**src/rtl/decode_regread_stage.sv**
```systemverilog
// Decode / register-read stage: register file with per-register busy scoreboard,
// writeback forwarding, hazard stall and a single registered operand bundle.
module decode_regread_stage #(
  parameter int N    = 16,
  parameter int NREG = 8
) (
  input  logic         clk,
  input  logic         rst_n,
  input  logic         instr_valid,
  input  logic [N-1:0] instr,
  output logic         instr_ready,
  input  logic         wb_en,
  input  logic [2:0]   wb_addr,
  input  logic [N-1:0] wb_data,
  output logic         out_valid,
  input  logic         out_ready,
  output logic [3:0]   opcode,
  output logic [N-1:0] rs1_data,
  output logic [N-1:0] rs2_data,
  output logic [2:0]   rd_addr,
  output logic         illegal
);

  logic [N-1:0]    r_rf [NREG];
  logic [NREG-1:0] r_busy;
  logic            r_out_valid;
  logic            r_illegal;
  logic [3:0]      r_opcode;
  logic [2:0]      r_rd_addr;
  logic [N-1:0]    r_rs1_data;
  logic [N-1:0]    r_rs2_data;

  logic [3:0]      w_op;
  logic [2:0]      w_rd;
  logic [2:0]      w_rs1;
  logic [2:0]      w_rs2;
  logic            w_legal;
  logic            w_hazard;
  logic            w_fire;
  logic [NREG-1:0] w_wb_hit;
  logic [NREG-1:0] w_busy_eff;
  logic [NREG-1:0] w_busy_set;
  logic [NREG-1:0] w_busy_next;
  logic [N-1:0]    w_rs1_val;
  logic [N-1:0]    w_rs2_val;
  logic            w_unused_bits;

  assign w_op          = instr[15:12];
  assign w_rd          = instr[11:9];
  assign w_rs1         = instr[8:6];
  assign w_rs2         = instr[5:3];
  assign w_unused_bits = ^instr[2:0];
  assign w_legal       = (w_op <= 4'd4);

  // One-hot of the register being written back this cycle; r0 never matches.
  always_comb begin
    w_wb_hit = '0;
    for (int i = 1; i < NREG; i++) begin
      if (wb_en && (wb_addr == 3'(i))) begin
        w_wb_hit[i] = 1'b1;
      end
    end
  end

  assign w_busy_eff = r_busy & ~w_wb_hit;

  assign w_hazard = w_legal &
                    (w_busy_eff[w_rs1] | w_busy_eff[w_rs2] | w_busy_eff[w_rd]);

  assign instr_ready = (~r_out_valid | out_ready) & ~w_hazard;
  assign w_fire      = instr_valid & instr_ready;

  always_comb begin
    w_rs1_val = '0;
    if (w_rs1 != 3'd0) begin
      if (wb_en && (wb_addr == w_rs1)) begin
        w_rs1_val = wb_data;
      end else begin
        w_rs1_val = r_rf[w_rs1];
      end
    end
  end

  always_comb begin
    w_rs2_val = '0;
    if (w_rs2 != 3'd0) begin
      if (wb_en && (wb_addr == w_rs2)) begin
        w_rs2_val = wb_data;
      end else begin
        w_rs2_val = r_rf[w_rs2];
      end
    end
  end

  always_comb begin
    w_busy_set = '0;
    if (w_fire && w_legal && (w_rd != 3'd0)) begin
      w_busy_set[w_rd] = 1'b1;
    end
  end

  // Issue sets override a same-edge writeback clear; bit 0 is pinned low.
  assign w_busy_next = ((r_busy & ~w_wb_hit) | w_busy_set) &
                       {{(NREG-1){1'b1}}, 1'b0};

  always_ff @(posedge clk or negedge rst_n) begin
    if (!rst_n) begin
      for (int i = 0; i < NREG; i++) begin
        r_rf[i] <= '0;
      end
    end else if (wb_en && (wb_addr != 3'd0)) begin
      r_rf[wb_addr] <= wb_data;
    end
  end

  always_ff @(posedge clk or negedge rst_n) begin
    if (!rst_n) begin
      r_busy <= '0;
    end else begin
      r_busy <= w_busy_next;
    end
  end

  always_ff @(posedge clk or negedge rst_n) begin
    if (!rst_n) begin
      r_out_valid <= 1'b0;
      r_illegal   <= 1'b0;
      r_opcode    <= '0;
      r_rd_addr   <= '0;
      r_rs1_data  <= '0;
      r_rs2_data  <= '0;
    end else if (w_fire) begin
      r_out_valid <= 1'b1;
      r_illegal   <= ~w_legal;
      r_opcode    <= w_op;
      r_rd_addr   <= w_rd;
      r_rs1_data  <= w_legal ? w_rs1_val : '0;
      r_rs2_data  <= w_legal ? w_rs2_val : '0;
    end else if (out_ready) begin
      r_out_valid <= 1'b0;
    end
  end

  assign out_valid = r_out_valid;
  assign illegal   = r_illegal;
  assign opcode    = r_opcode;
  assign rd_addr   = r_rd_addr;
  assign rs1_data  = r_rs1_data;
  assign rs2_data  = r_rs2_data;

endmodule

```
**config.mk**
```make
export PLATFORM = sky130hd
export DESIGN_NAME = decode_regread_stage
export DESIGN_NICKNAME = d
export VERILOG_FILES = /design/src/rtl/decode_regread_stage.sv
export SDC_FILE = /design/constraint.sdc
export NUM_CORES = 1
export LEC_CHECK = 0
export CORE_UTILIZATION = 32
export CTS_CLUSTER_DIAMETER = 120
export DETAILED_ROUTE_END_ITERATION = 12
export GPL_TIMING_DRIVEN = 0
export MAX_ROUTING_LAYER = met4
export PLACE_DENSITY = 0.52
export SKIP_CTS_REPAIR_TIMING = 1
export SYNTH_ARGS = -nofsm -noshare
export SYNTH_HDL_FRONTEND = slang
export SYNTH_SLANG_ARGS = --single-unit
```
**constraint.sdc**
```tcl
create_clock -name clk -period 3.8 [get_ports clk]
set_input_delay 1.14 -clock clk [delete_from_list [all_inputs] [get_ports clk]]
set_output_delay 1.14 -clock clk [all_outputs]
set_load 0.01 [all_outputs]
```
==> reports/metrics.yaml, run 1 <==
htree_levels: 4
vdd_drop_max_v: 0.000355
core_mm2: 0.0280
grt_usage: 0.197
min_path_cells: 1
yosysUniqueCellTypes: 40
die_x_um: 171
clkLatencyLatePin_ps: 440
first_global_vias: 6457
area_growth_syn_to_layout_pct: 22.4
routed_wl_um: 26600
cpMostUsedCell: "buf_4"
max_freq_mhz: 241
crit_family: "simple AND/OR/NAND/NOR gates"
firstDrtPassIters: 7
grt_overflow: 0
power.leakage_nw: 4.81
status: "finished, violations left"
cts_tree: "done"
cap_violations: 0
cp_max_fo: 5
rsz0062_at_grt: "true"
numCtsBuffers: 17
power_density_mw_per_mm2: 485
synthCells: 694
syn_area_mm2: 0.00916
synth_nets: 734
setup_ws_ps: -346
hold_violations: 0
final_cell_mix: "dfrtp_1 (176), mux2_2 (112), nand2_1 (89)"
cp.buffers_inverters: 4
timing.final.crit_period_ps: 4150
grt_pass1_wl_um: 40600
r2r_slack_ps: 1330
wire_per_inst_um: 22.3
synth_seq_area_share: 0.481
vias: 6351
drc: 0
dp_slack_ps: -1450
mostFrequentLayoutCell: "dfrtp_1"
cts_buffer_depth: 2
period_share: 1.09
grt_max_degree: 114
ys_ff_latch: 176
worst_hold_path_type: "reg -> reg"
syn_area_per_cell_um2: 13.2
critical_path.max_stage_delay_ps: 480
setup_viol: 1
place.gp.congestion: 0.808
antenna_left: 0
nets: 839
crit_chain: "buf_12 -> and4bb_1 -> buf_4 -> nor4_1 -> or4_1 -> a222oi_1 -> buf_4 -> o21a_1 -> buf_2"
power_w: 0.00544
worstRegToRegCells: 8
diodes: 0
crit_arrival_ps: 3010
failed_checks: "setup timing"
worst_setup_path_start_kind: "primary input"
dieArea_mm2: 0.0293
placementRows: 61
layout-drive-gt1-share: 0.313
drv_slew: 0
cts_root_buf: "clkbuf_16"
tightestPinTransition_ps: 1210
critical_path_class: "in -> out"
ios: 82
relSlewSlack: 0.194
ys_warn_count: 0
hpwl_um: 17600
worstHoldStart: "r_rf[123]$_DFFE_PN0P_"
r2r-start: "r_busy[6]$_DFF_PN0_"
clk_pin_slew_worst_paths_ps: 70
finClkSkew_ps: 14.3
worstHoldEndpoint: "r_rf[123]$_DFFE_PN0P_"
port_buffers: 72
die_h_um: 171
antenna_found_initial: 0
r2r_end: "r_busy[5]$_DFF_PN0_"
via_per_inst: 5.34
slowest_stage: "or4_1"
required_ps: 2660
start_util: 0.327
cts.sinks: 176
endpoint_kind: "output pin"
dr.first_iter.drc_count: 396
how the worst max path moves through the flow:
stage	slack (ps)	depth (start not counted)	end	start
after floorplan	-160	7	instr_ready	wb_addr[2]
after global placement	-6230	1	r_rf[104]$_DFFE_PN0P_	rst_n
after detailed placement	-1450	7	instr_ready	instr[7]
after CTS	-1460	7	instr_ready	instr[7]
after global routing	-390	9	instr_ready	wb_addr[2]
final	-350	9	instr_ready	wb_addr[2]
worst reg2reg max path, delay by kind of cell, from the launching register on:
kind / cells / cell delay (ps)
buffers and inverters: 3 / 550
AO/OA/AOI/OAI: 2 / 620
flip-flops: 1 / 430
AND/OR/NAND/NOR: 3 / 780
routing by layer:
metal	GRT usage	wire length [um]	up-vias	share of wire
met5	-	0	-	0
li1	-	-	2812	-
met2	0.303	12600	179	0.48
met4	0.0633	512	0	0.019
met1	0.262	12100	3328	0.45
met3	0.0377	1360	32	0.051
cells by family (layout without fill, tap and decap cells):
logic type | count (synthesis) | after routing | share of synthesized area
muxes | 230 | 230 | 0.355
DFF | 176 | 176 | 0.481
and+or+nand+nor | 149 | 149 | 0.0791
buffers and inverters | 79 | 197 | 0.0344
AOI/OAI and AO/OA | 54 | 54 | 0.0453
xor gates and xnor gates | 6 | 6 | 0.00574
cells in the mapped netlist:
library cell | instances | area, um2
nor3_1 | 2 | 10.0
buf_4 | 1 | 7.51
nor2_1 | 2 | 7.51
o311a_1 | 1 | 10.0
o21a_1 | 1 | 7.51
a32oi_1 | 2 | 17.5
nand4_1 | 3 | 18.8
nor4_1 | 3 | 18.8
mux2_1 | 6 | 67.6
mux2_2 | 112 | 1260
o211ai_1 | 32 | 240
o21ai_1 | 3 | 15.0
a31oi_1 | 2 | 12.5
o21ai_0 | 2 | 10.0
dfrtp_1 | 176 | 4400
inv_2 | 1 | 3.75
buf_1 | 12 | 45.0
and2_1 | 2 | 12.5
a22oi_1 | 2 | 15.0
a222oi_1 | 1 | 10.0
and4_1 | 3 | 26.3
clkbuf_1 | 48 | 180
mux2i_1 | 48 | 480
o22ai_1 | 3 | 18.8
nor2b_1 | 4 | 25.0
or3_1 | 1 | 6.26
or4_1 | 4 | 30.0
nand2b_1 | 2 | 12.5
xnor2_1 | 6 | 52.6
nand4b_1 | 5 | 43.8
and4bb_1 | 3 | 37.5
buf_2 | 12 | 60.1
a22o_1 | 2 | 17.5
nor4b_1 | 3 | 26.3
o31a_1 | 1 | 8.76
nand2_1 | 89 | 334
nand3_1 | 23 | 115
inv_1 | 5 | 18.8
o41ai_2 | 2 | 32.5
mux4_2 | 64 | 1440
registers in the layout, summed over array words and instances (netlist names):
name / count
rd_addr: 3
out_valid: 1
r_rf: 128
rs2_data: 16
r_busy: 7
rs1_data: 16
illegal: 1
opcode: 4
power by group:
group | internal, W | switching, W | leakage (nW)
registers | 0.00218 | 0.000201 | 2.21
logic | 0.000672 | 0.000486 | 2.30
clock network | 0.00106 | 0.000835 | 0.303
total | 0.00391 | 0.00152 | 4.81
stage by stage:
| step | setup TNS, ps | area [um2] | util | hold slack (ps) | instances |
|---|---|---|---|---|---|
| after global placement | -1120080 | 10400 | 0.371 | 457 | 1144 |
| after CTS | -8380 | 11000 | 0.394 | 486 | 1177 |
| after global routing | -387 | 11200 | 0.400 | 504 | 1190 |
| after detailed placement | -28550 | 10400 | 0.372 | 464 | 1145 |
| after floorplan | -161 | 9190 | - | 441 | 694 |
| final | -346 | 11200 | 0.400 | 483 | 1190 |
final cells by class:
cell class                 count  area [um2]
clock inverter                15         199
fill                        2709       16800
tap                          378         473
sequential                   176        4400
buffer                        73         385
timing repair buffer          86         861
clock buffer                  17         425
multi-input combinational    439        4440
inverter                       6        26.3
(Power assumes the default switching activity.)
==> inputs of run 2 (changes only) <==
- CORE_MARGIN: unset -> 2
- PLACE_DENSITY: 0.52 -> 0.5
- clock period: 3.8 -> 5.26 ns (I/O delays scaled with it)
==> run 2 against run 1 <==
The flow now finishes without violations. Wire length is 0.23% higher. Total power is 30% lower. Flip-flop and latch count unchanged. Worst setup slack improved by 460 ps. Worst hold slack worse by 8.0 ps. Core utilization fell by 0.55 points. Via count fell by 0.30%. Global-route usage fell by 1.1 points. Cell area fell by 1.4%. Critical endpoint unchanged. Largest cell class unchanged. Largest power group unchanged. Highest routed layer unchanged.
==> reports/metrics.yaml, run 2 (same netlist as run 1, synthesis figures left out) <==
grt_pass1_wl_um: 41100
internal_power_w: 0.00274
swShare: 0.279
power.leakage_nw: 4.68
setup_viol: 0
worstHoldStart: "r_rf[120]$_DFFE_PN0P_"
mostFrequentLayoutCell: "dfrtp_1"
wire_per_inst_um: 22.5
dieArea_mm2: 0.0300
grt_overflow: 0
clkPwrFrac: 0.328
ios: 82
die_x_um: 173
power_density_mw_per_mm2: 344
crit_arrival_ps: 3570
p_sw_w: 0.00106
worstRegToRegCells: 7
final.setup.tns_ps: 0
critical_path_class: "in -> out"
critPathLaunch: "instr[7]"
firstDrtPassIters: 5
worst_hold_path_type: "reg -> reg"
cap_violations: 0
largest_reg_flops: 128
grt_usage: 0.187
min_path_cells: 1
numCtsBuffers: 17
hold-worst-slack_ps: 475
r2r-start: "r_busy[3]$_DFF_PN0_"
relSlewSlack: 0.203
port_buffers: 72
core_mm2: 0.0280
worstHoldEndpoint: "r_rf[120]$_DFFE_PN0P_"
nets: 833
cts_tree: "done"
r2r_end: "r_busy[5]$_DFF_PN0_"
htree_levels: 4
top_register: "r_rf"
final_cell_mix: "dfrtp_1 (176), mux2_2 (112), nand2_1 (89)"
vdd_drop_max_v: 0.000201
endpoint_kind: "output pin"
hold_violations: 0
drc: 0
power_w: 0.00380
antenna_found_initial: 0
combPwrFrac: 0.219
period_share: 0.978
die_h_um: 173
worst_setup_path_start_kind: "primary input"
layout-drive-gt1-share: 0.295
tightestPinTransition_ps: 1200
via_per_inst: 5.35
fill_cells: 2734
timing.final.crit_period_ps: 5140
placementRows: 61
vias: 6332
status: "finished clean"
first_global_vias: 6516
required_ps: 3680
grt_max_degree: 100
max_freq_mhz: 194
area_growth_syn_to_layout_pct: 20.7
r2r_slack_ps: 2850
antenna_left: 0
seqPwrFrac: 0.453
cts_root_buf: "clkbuf_16"
place.gp.congestion: 0.851
diodes: 0
clk_pin_slew_worst_paths_ps: 70
start_util: 0.327
hpwl_um: 17700
clkLatencyLatePin_ps: 430
cts_buffer_depth: 2
drv_slew: 0
cp_max_fo: 4
finClkSkew_ps: 10.8
rsz0062_at_grt: "false"
dr.first_iter.drc_count: 528
routed_wl_um: 26600
cts.sinks: 176
## run 2: changes by cell type in the layout (fill, tap and decap cells not counted), sizes merged
cell / change
buf: -7
clkbuf: +5
clkdlybuf4s50: +4
inv: -4
dlymetal6s2s: -3
bufinv: -2
clkinvlp: +1
## run 2: critical path, stage by stage
cell             delay (ps)
clkdlybuf4s50_1         510
buf_6                   120
nor4_1                   40
or4_1                   510
a222oi_1                340
buf_4                   190
o21a_1                  120
dlymetal6s2s_1          160
## run 2: per-stage QoR
stage	utilization	worst slack [ps]	cells	area, um2
finish	0.395	116	1184	11100
global route	0.395	22.7	1184	11100
CTS	0.391	-776	1177	11000
detailed placement	0.371	-751	1145	10400
global placement	0.370	-5250	1144	10400
floorplan	-	346	694	9160
## run 2: final cells by class
type | count | area [um2] | share of cell area
Buffer | 73 | 337 | 0.0304
Clock buffer | 22 | 464 | 0.0420
Tap cell | 378 | 473 | 0.0428
Timing Repair Buffer | 80 | 813 | 0.0735
Sequential cell | 176 | 4400 | 0.398
Multi-Input combinational cell | 439 | 4440 | 0.402
Clock inverter | 10 | 101 | 0.00916
Inverter | 6 | 26.3 | 0.00238
## run 2: worst max-delay path by stage
| stage | cells past startpoint | slack [ps] | to |
|---|---|---|---|
| 6_report | 8 | 120 | instr_ready |
| 5_1_grt | 8 | 20 | instr_ready |
| 4_1_cts | 7 | -780 | instr_ready |
| 3_5_place_dp | 7 | -750 | instr_ready |
| 3_3_place_gp | 1 | -5250 | r_rf[75]$_DFFE_PN0P_ |
| 2_1_floorplan | 7 | 350 | instr_ready |
## run 2: power groups by stage
| stage | Clock [W] | Sequential [W] | Combinational [W] |
|---|---|---|---|
| 3_5_place_dp | 0 | 0.00174 | 0.000830 |
| 4_1_cts | 0.00128 | 0.00172 | 0.000832 |
| 3_3_place_gp | 0 | 0.00174 | 0.000818 |
| 6_report | 0.00125 | 0.00172 | 0.000831 |
| 2_1_floorplan | 0 | 0.00171 | 0.000561 |
| 5_1_grt | 0.00132 | 0.00175 | 0.000905 |
## run 2: routing by layer
| layer | part of all wire | GRT usage | vias up |
|---|---|---|---|
| met5 | 0 | - | - |
| met4 | 0.015 | 0.0424 | 0 |
| met3 | 0.043 | 0.0351 | 20 |
| met2 | 0.47 | 0.287 | 170 |
| met1 | 0.47 | 0.257 | 3346 |
| li1 | - | - | 2796 |
==> inputs of run 3 (changes only) <==
- ABC_CLOCK_PERIOD_IN_PS: unset -> 5260
==> results of run 3 <==
Final layout, timing and power as in run 2 (identical DEF).
